[src/rtl/rv_muldiv_unit.sv]
// Iterative RV32M multiply/divide unit: radix-2 shift-add multiply and restoring divide, one bit per cycle.
// Optional `MULDIV_EARLY_OUT_EN: divide-by-zero and signed overflow finish in one cycle from accept.
module rv_muldiv_unit #(
  parameter int XLEN = 32,
  parameter int RD_W = 5
) (
  input  logic            clk,
  input  logic            rst,
  input  logic            start,
  input  logic            flush,
  input  logic [2:0]      op,
  input  logic [XLEN-1:0] a,
  input  logic [XLEN-1:0] b,
  input  logic [RD_W-1:0] rd_in,
  output logic            busy,
  output logic            done,
  output logic [XLEN-1:0] result,
  output logic [RD_W-1:0] rd_out,
  output logic            stall
);

  localparam int CW = $clog2(XLEN + 1);
  localparam logic [XLEN-1:0] SMIN = {1'b1, {(XLEN-1){1'b0}}};

  typedef enum logic [1:0] {IDLE, BUSY, DONE} state_e;

  state_e            state_q, state_d;
  logic [2:0]        op_q, op_d;
  logic [RD_W-1:0]   rd_q, rd_d;
  logic [CW-1:0]     count_q, count_d;
  logic [XLEN-1:0]   mcand_q, mcand_d;
  logic [2*XLEN-1:0] acc_q, acc_d;
  logic              neg_q, neg_d;
  logic [XLEN-1:0]   result_q, result_d;

  logic              accept, is_div, a_signed, b_signed, sign_a, sign_b;
  logic [XLEN-1:0]   mag_a, mag_b;
  logic              early_out;
  logic [XLEN-1:0]   early_result;
  logic [XLEN:0]     mul_sum, div_trial;
  logic [XLEN-1:0]   div_diff, div_sel, div_fixed;
  logic              div_ge;
  logic [2*XLEN-1:0] mul_next, div_next, iter_next, mul_full;

  always_comb begin
    accept   = start & ~flush & (state_q != BUSY);
    is_div   = op[2];
    a_signed = (op == 3'b001) | (op == 3'b010) | (op == 3'b100) | (op == 3'b110);
    b_signed = (op == 3'b001) | (op == 3'b100) | (op == 3'b110);
    sign_a   = a_signed & a[XLEN-1];
    sign_b   = b_signed & b[XLEN-1];
    mag_a    = sign_a ? -a : a;
    mag_b    = sign_b ? -b : b;
  end

`ifdef MULDIV_EARLY_OUT_EN
  always_comb begin
    early_out    = 1'b0;
    early_result = '0;
    if (is_div && b == '0) begin
      early_out    = 1'b1;
      early_result = op[1] ? a : '1;
    end else if (is_div && !op[0] && a == SMIN && b == '1) begin
      early_out    = 1'b1;
      early_result = op[1] ? '0 : a;
    end
  end
`else
  assign early_out    = 1'b0;
  assign early_result = '0;
`endif

  // acc holds {product_hi, multiplier} for multiply and {remainder, dividend/quotient} for divide
  always_comb begin
    mul_sum   = {1'b0, acc_q[2*XLEN-1:XLEN]} + (acc_q[0] ? {1'b0, mcand_q} : '0);
    mul_next  = {mul_sum, acc_q[XLEN-1:1]};
    div_trial = {acc_q[2*XLEN-1:XLEN], acc_q[XLEN-1]};
    div_ge    = div_trial >= {1'b0, mcand_q};
    div_diff  = div_trial[XLEN-1:0] - mcand_q;
    div_next  = div_ge ? {div_diff, acc_q[XLEN-2:0], 1'b1} : {acc_q[2*XLEN-2:0], 1'b0};
    iter_next = op_q[2] ? div_next : mul_next;
    mul_full  = neg_q ? -iter_next : iter_next;
    div_sel   = op_q[1] ? iter_next[2*XLEN-1:XLEN] : iter_next[XLEN-1:0];
    div_fixed = neg_q ? -div_sel : div_sel;
  end

  always_comb begin
    op_d     = op_q;
    rd_d     = rd_q;
    count_d  = count_q;
    mcand_d  = mcand_q;
    acc_d    = acc_q;
    neg_d    = neg_q;
    result_d = result_q;
    if (accept) begin
      op_d    = op;
      rd_d    = rd_in;
      count_d = CW'(XLEN);
      mcand_d = is_div ? mag_b : mag_a;
      acc_d   = {{XLEN{1'b0}}, (is_div ? mag_a : mag_b)};
      if (!is_div)
        neg_d = sign_a ^ sign_b;
      else if (op[1])
        neg_d = sign_a;
      else
        neg_d = (sign_a ^ sign_b) & (b != '0);
      if (early_out)
        result_d = early_result;
    end else if (state_q == BUSY && !flush) begin
      acc_d   = iter_next;
      count_d = count_q - CW'(1);
      if (count_q == CW'(1)) begin
        if (op_q[2])
          result_d = div_fixed;
        else if (op_q[1:0] == 2'b00)
          result_d = mul_full[XLEN-1:0];
        else
          result_d = mul_full[2*XLEN-1:XLEN];
      end
    end
  end

  always_comb begin
    state_d = state_q;
    if (flush) begin
      state_d = IDLE;
    end else begin
      case (state_q)
        IDLE, DONE: state_d = start ? (early_out ? DONE : BUSY) : IDLE;
        BUSY:       if (count_q == CW'(1)) state_d = DONE;
        default:    state_d = IDLE;
      endcase
    end
  end

  always_ff @(posedge clk) begin
    if (rst) begin
      state_q  <= IDLE;
      op_q     <= '0;
      rd_q     <= '0;
      count_q  <= '0;
      mcand_q  <= '0;
      acc_q    <= '0;
      neg_q    <= 1'b0;
      result_q <= '0;
    end else begin
      state_q  <= state_d;
      op_q     <= op_d;
      rd_q     <= rd_d;
      count_q  <= count_d;
      mcand_q  <= mcand_d;
      acc_q    <= acc_d;
      neg_q    <= neg_d;
      result_q <= result_d;
    end
  end

  always_comb begin
    busy   = (state_q == BUSY);
    done   = (state_q == DONE);
    stall  = (state_q == BUSY) | (start & (state_q == IDLE | state_q == DONE) & ~flush);
    result = result_q;
    rd_out = rd_q;
  end

endmodule

[config.mk]
export PLATFORM = sky130hd
export DESIGN_NAME = rv_muldiv_unit
export DESIGN_NICKNAME = d
export VERILOG_FILES = /design/src/rtl/rv_muldiv_unit.sv
export SDC_FILE = /design/constraint.sdc
export NUM_CORES = 1
export LEC_CHECK = 0
export CAP_MARGIN = 40
export CELL_PAD_IN_SITES_DETAIL_PLACEMENT = 0
export CELL_PAD_IN_SITES_GLOBAL_PLACEMENT = 1
export CORE_ASPECT_RATIO = 2
export CORE_MARGIN = 2
export CORE_UTILIZATION = 49
export CTS_BUF_LIST = sky130_fd_sc_hd__clkbuf_8
export DETAILED_ROUTE_END_ITERATION = 6
export PLACE_DENSITY = 0.87
export REMOVE_ABC_BUFFERS = 1
export SLEW_MARGIN = 20
export SYNTH_ARGS = -nofsm -noshare
export SYNTH_HDL_FRONTEND = slang
export SYNTH_SLANG_ARGS = --single-unit
[constraint.sdc]
create_clock -name clk -period 11.85 [get_ports clk]
set_clock_uncertainty 0.05 [all_clocks]
set_input_delay 3.555 -clock clk [delete_from_list [all_inputs] [get_ports clk]]
set_output_delay 3.555 -clock clk [all_outputs]
set_load 0.02 [all_outputs]
==> results.sh, run 1 <==
export IMPL_wire_per_inst_microns=23.1
export IMPL_die_area_sq_mm=0.0355
export IMPL_synthToLayoutAreaGrowth_pct=10.6
export IMPL_grt_start_max_net_pins=80
export IMPL_yosysWarnings=0
export IMPL_cts_clk_slew_worst_paths_ns=0.08
export IMPL_min_path_cells=2
export IMPL_wl_met1_microns=24900
export IMPL_rsz0062_at_grt="no"
export IMPL_synth_cell_types=91
export IMPL_place_gp_congestion=0.979
export IMPL_cts_inserted_buffers=17
export IMPL_grt_pass1_wl_microns=100000
export IMPL_cp_arrival_ns=5.01
export IMPL_die_w_microns=134
export IMPL_clock_sinks=145
export IMPL_finalCritPeriodShare=0.727
export IMPL_required_ns=8.25
export IMPL_slew_headroom=0.342
export IMPL_ios=116
export IMPL_row_count=95
export IMPL_first_iter_violations=1680
export IMPL_syn_area_sq_mm=0.0166
export IMPL_cts_resized_gates=0
export IMPL_clockRootBuffer="clkbuf_8"
export IMPL_startpoint_type="primary input"
export IMPL_synth_flop_cell="dfxtp_1"
export IMPL_design_core_area_sq_mm=0.0335
export IMPL_cp_max_fo=7
export IMPL_antenna_found_initial=1
export IMPL_ys_top_cells_by_area="dfxtp_1, nand2_1, a21oi_1"
export IMPL_portBuffers=115
export IMPL_fin_cells=2856
export IMPL_hp_start="result[1]"
export IMPL_maxCapViolations=0
export IMPL_ant_nets=0
export IMPL_hpwl_microns=51200
export IMPL_min_to="result[1]"
export IMPL_async_reset_ff_frac=0
export IMPL_syn_area_per_cell_sq_um=6.93
export IMPL_drc=0
export IMPL_slew_viol_final=0
export IMPL_top_layer_used="met4"
export IMPL_synth_cells=2396
export IMPL_critPathKind="primary input to primary output"
export IMPL_clk_path_buf_depth=2
export IMPL_irDropWorstVdd_mv=0.0651
export IMPL_dp_cells=2818
export IMPL_fmax_ghz=0.116
export IMPL_synth_edff_count=0
export IMPL_r2r_start="mcand_q[12]"
export IMPL_worstReg2RegEnd="result[28]"
export IMPL_dr_wl_met2_microns=32200
export IMPL_netlist_area_leader_share=0.175
export IMPL_min_path_type="register to register"
export IMPL_fp_dieH_microns=264
export IMPL_overflow=0
export IMPL_powerDensity_mw_per_mm2=90.0
export IMPL_postLayoutCoreUtil=0.548
export IMPL_synth_seq_area_share=0.175
export IMPL_dr_total_vias=18600
export IMPL_setup_viol=0
export IMPL_track_usage=0.365
export IMPL_layout_min_cycle_time_ns=8.61
export IMPL_initial_core_util=0.495
export IMPL_cts_tree="done"
export IMPL_postCtsSetupRepairBufs=0
export IMPL_layout_drive_gt1_share=0.0670
export IMPL_wirelength_microns=65900
export IMPL_cts_max_level=4
export IMPL_nNetsFinal=2553
export IMPL_hold_viol=0
export IMPL_yosysMostFrequentCell="nand2_1"
export IMPL_insertion_delay_ns=0.52
export IMPL_status="complete, no violations"
export IMPL_totalNegativeSetupSlack_ns=0
export IMPL_rr_worst_depth=22
export IMPL_p_leak_uw=0.00690
export IMPL_ctsHoldBuffers=0
export IMPL_cp_end_kind="primary output"
export IMPL_ys_ff_latch=145
export IMPL_yosysTopAreaCell="dfxtp_1"
export IMPL_r2r_slack_ns=4.30
export IMPL_synth_common_cells="nand2_1, nor2_1, a21oi_1"
export IMPL_worst_slew_pin_slew_ns=0.978
export IMPL_viasPerCell=6.52
export IMPL_drtPass1Iterations=6
export IMPL_first_global_vias=17900
export IMPL_met3_wirelength_microns=3640
[worst max-delay path by stage]
stage                       start          to  slack, ns  depth (start not counted)
after detailed placement    flush       stall       3.22                          3
after CTS                   flush       stall       3.23                          3
after global routing        flush       stall       3.20                          3
after global placement      flush       stall       3.27                          3
after floorplan           op_q[2]  result[28]       3.44                         12
final                       flush       stall       3.24                          3
[power breakdown]
part           total, uW  internal, uW  switching, uW  leakage, uW
logic                735           256            478      0.00554
registers            535           506           29.3      0.00118
clock network        383           161            222     0.000176
total               1650           923            730      0.00690
[cells in the final DEF, fill, tap and decap left out, types with 28 or more instances in the layout]
cell	instances
nor4_1	28
a31oi_1	36
a21o_1	31
o31ai_1	31
o21ai_0	131
xnor2_1	90
and2_1	43
buf_4	39
or3_1	29
ha_1	70
clkdlybuf4s50_1	113
mux2i_1	52
mux2_2	31
a311oi_1	29
nor2_1	235
nand3_1	49
nand2_1	311
xor2_1	54
nor3_1	66
nand4_1	30
inv_1	70
o211ai_1	72
dfxtp_1	142
a21oi_1	212
a211oi_1	68
[registers in the layout, indices dropped and copies added (netlist names)]
register  flops
count_q       6
mcand_q      32
neg_q         1
state_q       2
acc_q        64
op_q          3
result       32
rd_out        5
[metrics by stage]
step	hold WS, ns	area (sq um)	power (uW)	worst slack (ns)
after detailed placement	0.399	18000	1260	3.22
after CTS	0.411	18300	1640	3.23
after floorplan	0.384	15900	1000	3.44
final	0.411	18400	1650	3.24
after global placement	0.392	17900	1250	3.27
after global routing	0.438	18400	1730	3.20
[kinds of logic (layout without fill, tap and decap cells)]
kind of cell | Yosys count | in the layout | synth area share
AO/OA/AOI/OAI | 780 | 780 | 0.313
XOR/XNOR | 144 | 144 | 0.0760
adder cells (fa/ha/maj) | 72 | 72 | 0.0552
buffers and inverters | 242 | 264 | 0.0595
flip-flops | 145 | 145 | 0.175
multiplexers | 84 | 84 | 0.0537
other | 0 | 2 | 0
AND/OR/NAND/NOR | 929 | 929 | 0.267
[routing by layer]
layer,GRT usage,up-vias
li1,-,8886
met1,0.409,8756
met2,0.631,767
met3,0.0432,210
met4,0.260,0
met5,0,-
[critical path, cell delays in order]
cell and delay (ns):
clkdlybuf4s50_1 0.58, o21ai_0 0.24, clkdlybuf4s50_1 0.63
[area by class of cell]
| type | instances | area, sq um |
|---|---|---|
| well taps | 436 | 546 |
| repair buffers | 161 | 1520 |
| clock inverters | 12 | 85.1 |
| flip-flops and latches | 145 | 2910 |
| fillers | 3402 | 15200 |
| clock buffers | 20 | 275 |
| diodes | 2 | 5.00 |
| multi-input cells | 2009 | 12800 |
| inverters | 71 | 267 |
Note: power is estimated with default switching activity, not from simulation.
==> inputs of run 2 (changes only) <==
--- a/config.mk
+++ b/config.mk
@@ -10,10 +10,10 @@
 export CELL_PAD_IN_SITES_GLOBAL_PLACEMENT = 1
 export CORE_ASPECT_RATIO = 2
 export CORE_MARGIN = 2
-export CORE_UTILIZATION = 49
+export CORE_UTILIZATION = 41
 export CTS_BUF_LIST = sky130_fd_sc_hd__clkbuf_8
 export DETAILED_ROUTE_END_ITERATION = 6
-export PLACE_DENSITY = 0.87
+export PLACE_DENSITY = 0.77
 export REMOVE_ABC_BUFFERS = 1
 export SLEW_MARGIN = 20
 export SYNTH_ARGS = -nofsm -noshare
==> constraint.sdc (replaced) <==
create_clock -name clk -period 7.72 [get_ports clk]
set_clock_uncertainty 0.05 [all_clocks]
set_input_delay 2.316 -clock clk [delete_from_list [all_inputs] [get_ports clk]]
set_output_delay 2.316 -clock clk [all_outputs]
set_load 0.02 [all_outputs]
==> results.sh, run 2 (synthesized netlist as in run 1, its figures left out) <==
export IMPL_synthToLayoutAreaGrowth_pct=11.8
export IMPL_viasPerCell=6.35
export IMPL_final_common_cell="nand2_1"
export IMPL_ctsHoldBuffers=0
export IMPL_ant_nets=0
export IMPL_cp_max_fo=8
export IMPL_worst_slew_pin_slew_ns=0.810
export IMPL_p_leak_uw=0.00694
export IMPL_drtPass1Iterations=7
export IMPL_antenna_found_initial=1
export IMPL_met3_wirelength_microns=3520
export IMPL_fmax_ghz=0.157
export IMPL_clk_path_buf_depth=2
export IMPL_cts_resized_gates=0
export IMPL_final_cell_mix="nand2_1, nor2_1, a21oi_1"
export IMPL_postCtsSetupRepairBufs=0
export IMPL_critPathKind="register to register"
export IMPL_design_core_area_sq_mm=0.0401
export IMPL_finalCritPeriodShare=0.824
export IMPL_r2r_start="mcand_q[30]"
export IMPL_wire_per_inst_microns=23.7
export IMPL_r2r_slack_ns=1.36
export IMPL_die_area_sq_mm=0.0422
export IMPL_drc=9
export IMPL_insertion_delay_ns=0.54
export IMPL_irDropWorstVdd_mv=0.121
export IMPL_ios=116
export IMPL_track_usage=0.325
export IMPL_status="finished with violations"
export IMPL_place_area_sq_mm=0.0182
export IMPL_fp_dieH_microns=289
export IMPL_layout_drive_gt1_share=0.0708
export IMPL_cts_max_level=4
export IMPL_place_ws_ns=0.990
export IMPL_setup_slack_ns=1.36
export IMPL_overflow=0
export IMPL_maxCapViolations=0
export IMPL_nNetsFinal=2563
export IMPL_powerDensity_mw_per_mm2=142
export IMPL_finalPower_uw=2630
export IMPL_hp_start="result[2]"
export IMPL_first_iter_violations=1724
export IMPL_dp_cells=2926
export IMPL_cts_tree="done"
export IMPL_startpoint_type="register"
export IMPL_min_to="result[2]"
export IMPL_hpwl_microns=54800
export IMPL_slew_headroom=0.457
export IMPL_rsz0062_at_grt="no"
export IMPL_min_path_type="register to register"
export IMPL_required_ns=8.15
export IMPL_wl_met1_microns=26500
export IMPL_clock_sinks=145
export IMPL_worstReg2RegEnd="result[28]"
export IMPL_wirelength_microns=70100
export IMPL_cts_inserted_buffers=17
export IMPL_dr_wl_met2_microns=34900
export IMPL_clockRootBuffer="clkbuf_8"
export IMPL_violations="DRC"
export IMPL_postLayoutCoreUtil=0.463
export IMPL_cts_clk_slew_worst_paths_ns=0.10
export IMPL_initial_core_util=0.414
export IMPL_slew_viol_final=0
export IMPL_setup_viol=0
export IMPL_min_path_cells=2
export IMPL_fillers=4252
export IMPL_grt_start_max_net_pins=70
export IMPL_dr_total_vias=18800
export IMPL_first_global_vias=17900
export IMPL_cp_arrival_ns=6.79
export IMPL_top_layer_used="met4"
export IMPL_hold_viol=0
export IMPL_cp_end_kind="register"
export IMPL_top_register="acc_q"
export IMPL_rr_worst_depth=20
export IMPL_final_area_sq_mm=0.0186
export IMPL_layout_min_cycle_time_ns=6.36
export IMPL_portBuffers=115
export IMPL_die_w_microns=146
export IMPL_fin_cells=2959
export IMPL_grt_pass1_wl_microns=106000
export IMPL_largest_reg_flops=64
export IMPL_row_count=104
export IMPL_place_gp_congestion=1.01
[run 2: cell types whose count changed in the layout (fill, tap and decap cells not counted), moves of 2 or more]
cell,change
buf_4,+14
bufinv_16,+2
inv_1,-2
buf_2,-2
clkinv_2,+3
[run 2: metal layers]
metal	GRT usage	up-vias
met5	0	-
met4	0.225	0
met3	0.0280	192
met2	0.582	789
met1	0.365	8884
li1	-	8911
[run 2: critical path: stages (launching register included)]
cell	delay (ns)
dfxtp_1	0.37
inv_1	0.06
ha_1	0.34
a21o_1	0.21
a211o_1	0.35
a31oi_1	0.30
o211a_1	0.28
a31oi_1	0.23
inv_1	0.20
ha_1	0.23
o211ai_1	0.22
nor3_2	0.37
and2_1	0.20
nand4_1	0.20
a21oi_2	0.32
or4b_1	0.56
or4_1	0.63
or4_1	0.49
and4_4	0.21
o41a_1	0.43
o21ai_2	0.06
[run 2: worst max-delay path by stage]
| stage | start | end | slack, ns | cells past startpoint |
|---|---|---|---|---|
| 2_1_floorplan | op_q[2] | result[28] | -0.69 | 12 |
| 3_3_place_gp | b[8] | acc_q[25] | 1.01 | 13 |
| 3_5_place_dp | b[8] | acc_q[31] | 0.99 | 13 |
| 4_1_cts | mcand_q[30] | result[28] | 1.41 | 20 |
| 5_1_grt | mcand_q[30] | result[28] | 1.13 | 20 |
| 6_report | mcand_q[30] | result[28] | 1.36 | 20 |
[run 2: report_power, final]
part           total, uW  internal (uW)  switching [uW]
Combinational       1150            397             755
Clock                664            303             361
Sequential           819            777            42.2
[run 2: cell type report]
type | instances | area (sq um) | share of cell area
Clock inverter | 13 | 136 | 0.00735
Sequential cell | 145 | 2910 | 0.157
Inverter | 71 | 267 | 0.0144
Multi-Input combinational cell | 2009 | 12800 | 0.687
Tap cell | 530 | 663 | 0.0357
Timing Repair Buffer | 171 | 1570 | 0.0844
Clock buffer | 19 | 262 | 0.0141
Antenna cell | 1 | 2.50 | 0.000135
[run 2: through the flow]
stage,TNS [ns],hold WS [ns]
2_1_floorplan,-3.13,0.384
3_3_place_gp,0,0.392
3_5_place_dp,0,0.399
4_1_cts,0,0.411
5_1_grt,0,0.436
6_report,0,0.407
==> inputs of run 3 (changes only) <==
==> constraint.sdc (replaced) <==
create_clock -name clk -period 5.8 [get_ports clk]
set_clock_uncertainty 0.05 [all_clocks]
set_input_delay 1.74 -clock clk [delete_from_list [all_inputs] [get_ports clk]]
set_output_delay 1.74 -clock clk [all_outputs]
set_load 0.02 [all_outputs]
==> results.sh, run 3 (synthesized netlist as in run 1, its figures left out) <==
export IMPL_status="complete, no violations"
export IMPL_clockRootBuffer="clkbuf_8"
export IMPL_wirelength_microns=73300
export IMPL_viasPerCell=6.23
export IMPL_crit_path_max_incr_delay_ns=0.62
export IMPL_r2r_start="mcand_q[30]"
export IMPL_dr_total_vias=19600
export IMPL_place_gp_congestion=1.04
export IMPL_slew_viol_final=0
export IMPL_fp_dieH_microns=289
export IMPL_crit_family="compound AO/OA/AOI/OAI gates"
export IMPL_die_area_sq_mm=0.0422
export IMPL_drtPass1Iterations=5
export IMPL_cts_max_level=4
export IMPL_p_leak_uw=0.00789
export IMPL_insertion_delay_ns=0.52
export IMPL_clock_sinks=145
export IMPL_crit_buf_inv=3
export IMPL_startpoint_type="register"
export IMPL_r2r_slack_ns=0.18
export IMPL_required_ns=6.11
export IMPL_min_path_type="register to register"
export IMPL_layout_drive_gt1_share=0.139
export IMPL_clk_path_buf_depth=2
export IMPL_die_w_microns=146
export IMPL_largest_reg_flops=64
export IMPL_drc=0
export IMPL_slew_headroom=0.446
export IMPL_antenna_found_initial=2
export IMPL_design_core_area_sq_mm=0.0401
export IMPL_crit_chain="inv_1 > ha_1 > a21o_1 > a211o_1 > a31oi_1 > o211a_1 > buf_6 > nand2_1 > a221oi_1 > mux2_2 > ha_1 > inv_1 > nor4_1 > a41oi_1 > or2_2 > or4_1 > o41ai_1 > xor2_1 > a21oi_1"
export IMPL_overflow=0
export IMPL_track_usage=0.338
export IMPL_irDropWorstVdd_mv=0.138
export IMPL_maxCapViolations=0
export IMPL_cp_arrival_ns=5.93
export IMPL_fin_cells=3147
export IMPL_cp_end_kind="register"
export IMPL_min_to="result[6]"
export IMPL_hold_viol=0
export IMPL_grt_pass1_wl_microns=110000
export IMPL_min_path_cells=2
export IMPL_initial_core_util=0.414
export IMPL_dp_cells=3114
export IMPL_nNetsFinal=2751
export IMPL_hpwl_microns=58700
export IMPL_final_common_cell="nand2_1"
export IMPL_portBuffers=115
export IMPL_synthToLayoutAreaGrowth_pct=20.8
export IMPL_rsz0062_at_grt="no"
export IMPL_worst_path_max_delay_cell="or4_1"
export IMPL_setup_viol=0
export IMPL_wire_per_inst_microns=23.3
export IMPL_fmax_ghz=0.178
export IMPL_first_iter_violations=1765
export IMPL_critPathKind="register to register"
export IMPL_ant_nets=0
export IMPL_layout_min_cycle_time_ns=5.62
export IMPL_row_count=104
export IMPL_cts_tree="done"
export IMPL_finalCritPeriodShare=0.969
export IMPL_grt_start_max_net_pins=66
export IMPL_hold_worst_slack_ns=0.408
export IMPL_powerDensity_mw_per_mm2=184
export IMPL_worst_slew_pin_slew_ns=0.825
export IMPL_first_global_vias=18900
export IMPL_top_register="acc_q"
export IMPL_cts_clk_slew_worst_paths_ns=0.09
export IMPL_hp_start="result[6]"
export IMPL_cp_max_fo=28
export IMPL_rr_worst_depth=19
export IMPL_worstReg2RegEnd="result[26]"
export IMPL_ios=116
export IMPL_cts_inserted_buffers=17
export IMPL_final_cell_mix="nand2_1, buf_4, nor2_1"
==> run 3: cell types whose count changed in the layout (fill, tap and decap cells not counted), sizes merged <==
cell and delta:
clkbuf -1, clkinv +1, bufinv +1, buf +188
clkinvlp -1
==> run 3: worst reg2reg max path, delay by kind of cell, from the launching register on <==
kind | cells | cell delay [ns]
flip-flops | 1 | 0.36
AND/OR/NAND/NOR | 4 | 1.55
multiplexers | 1 | 0.25
buffers and inverters | 3 | 0.41
AO/OA/AOI/OAI | 8 | 2.11
XOR/XNOR | 1 | 0.26
adder cells (fa/ha/maj) | 2 | 0.49
==> run 3: power by group <==
part	total [uW]	leakage, uW	switching [uW]	internal, uW
logic	1710	0.00650	1060	647
registers	1080	0.00118	49.3	1030
clock network	911	0.000206	476	434
==> run 3: stage by stage <==
step                      instance area [sq um]  setup WS [ns]   util  total power (uW)  TNS, ns
after floorplan                           15900          -2.61      -              2040   -69.69
after global placement                    19600         -0.535  0.488              2750   -0.639
after detailed placement                  19600         -0.450  0.490              2770   -0.525
after CTS                                 20000         0.0985  0.500              3670        0
after global routing                      20100        0.00166  0.501              3870        0
final                                     20100          0.181  0.501              3700        0
==> run 3: worst max path at each step <==
stage | start | endpoint | slack (ns) | cells after the start
final | mcand_q[30] | result[26] | 0.18 | 19
after floorplan | op_q[2] | result[28] | -2.61 | 12
after detailed placement | b[8] | acc_q[31] | -0.45 | 15
after CTS | b[8] | acc_q[31] | 0.1 | 15
after global routing | mcand_q[30] | result[26] | 0.002 | 19
after global placement | b[8] | acc_q[31] | -0.54 | 15
==> run 3: area by class of cell <==
type	instances	area [sq um]
Clock buffer	18	248
Tap cell	530	663
Fill cell	4210	20000
Multi-Input combinational cell	2009	12800
Antenna cell	1	2.50
Inverter	71	267
Timing Repair Buffer	359	3030
Sequential cell	145	2910
Clock inverter	14	166
==> run 3: timing repair <==
action                                  in CTS  in global routing
hold buffers                                 0                  0
endpoints found under the hold margin        0                  0
setup buffers                                0                  0
gates resized for setup                      0                  7
endpoints found under the setup margin       0                  8
==> run 3: routing by layer <==
layer | global-route usage | share of wire
met5 | 0 | 0
met4 | 0.255 | 0.080
met3 | 0.0265 | 0.045
met2 | 0.601 | 0.49
met1 | 0.375 | 0.38
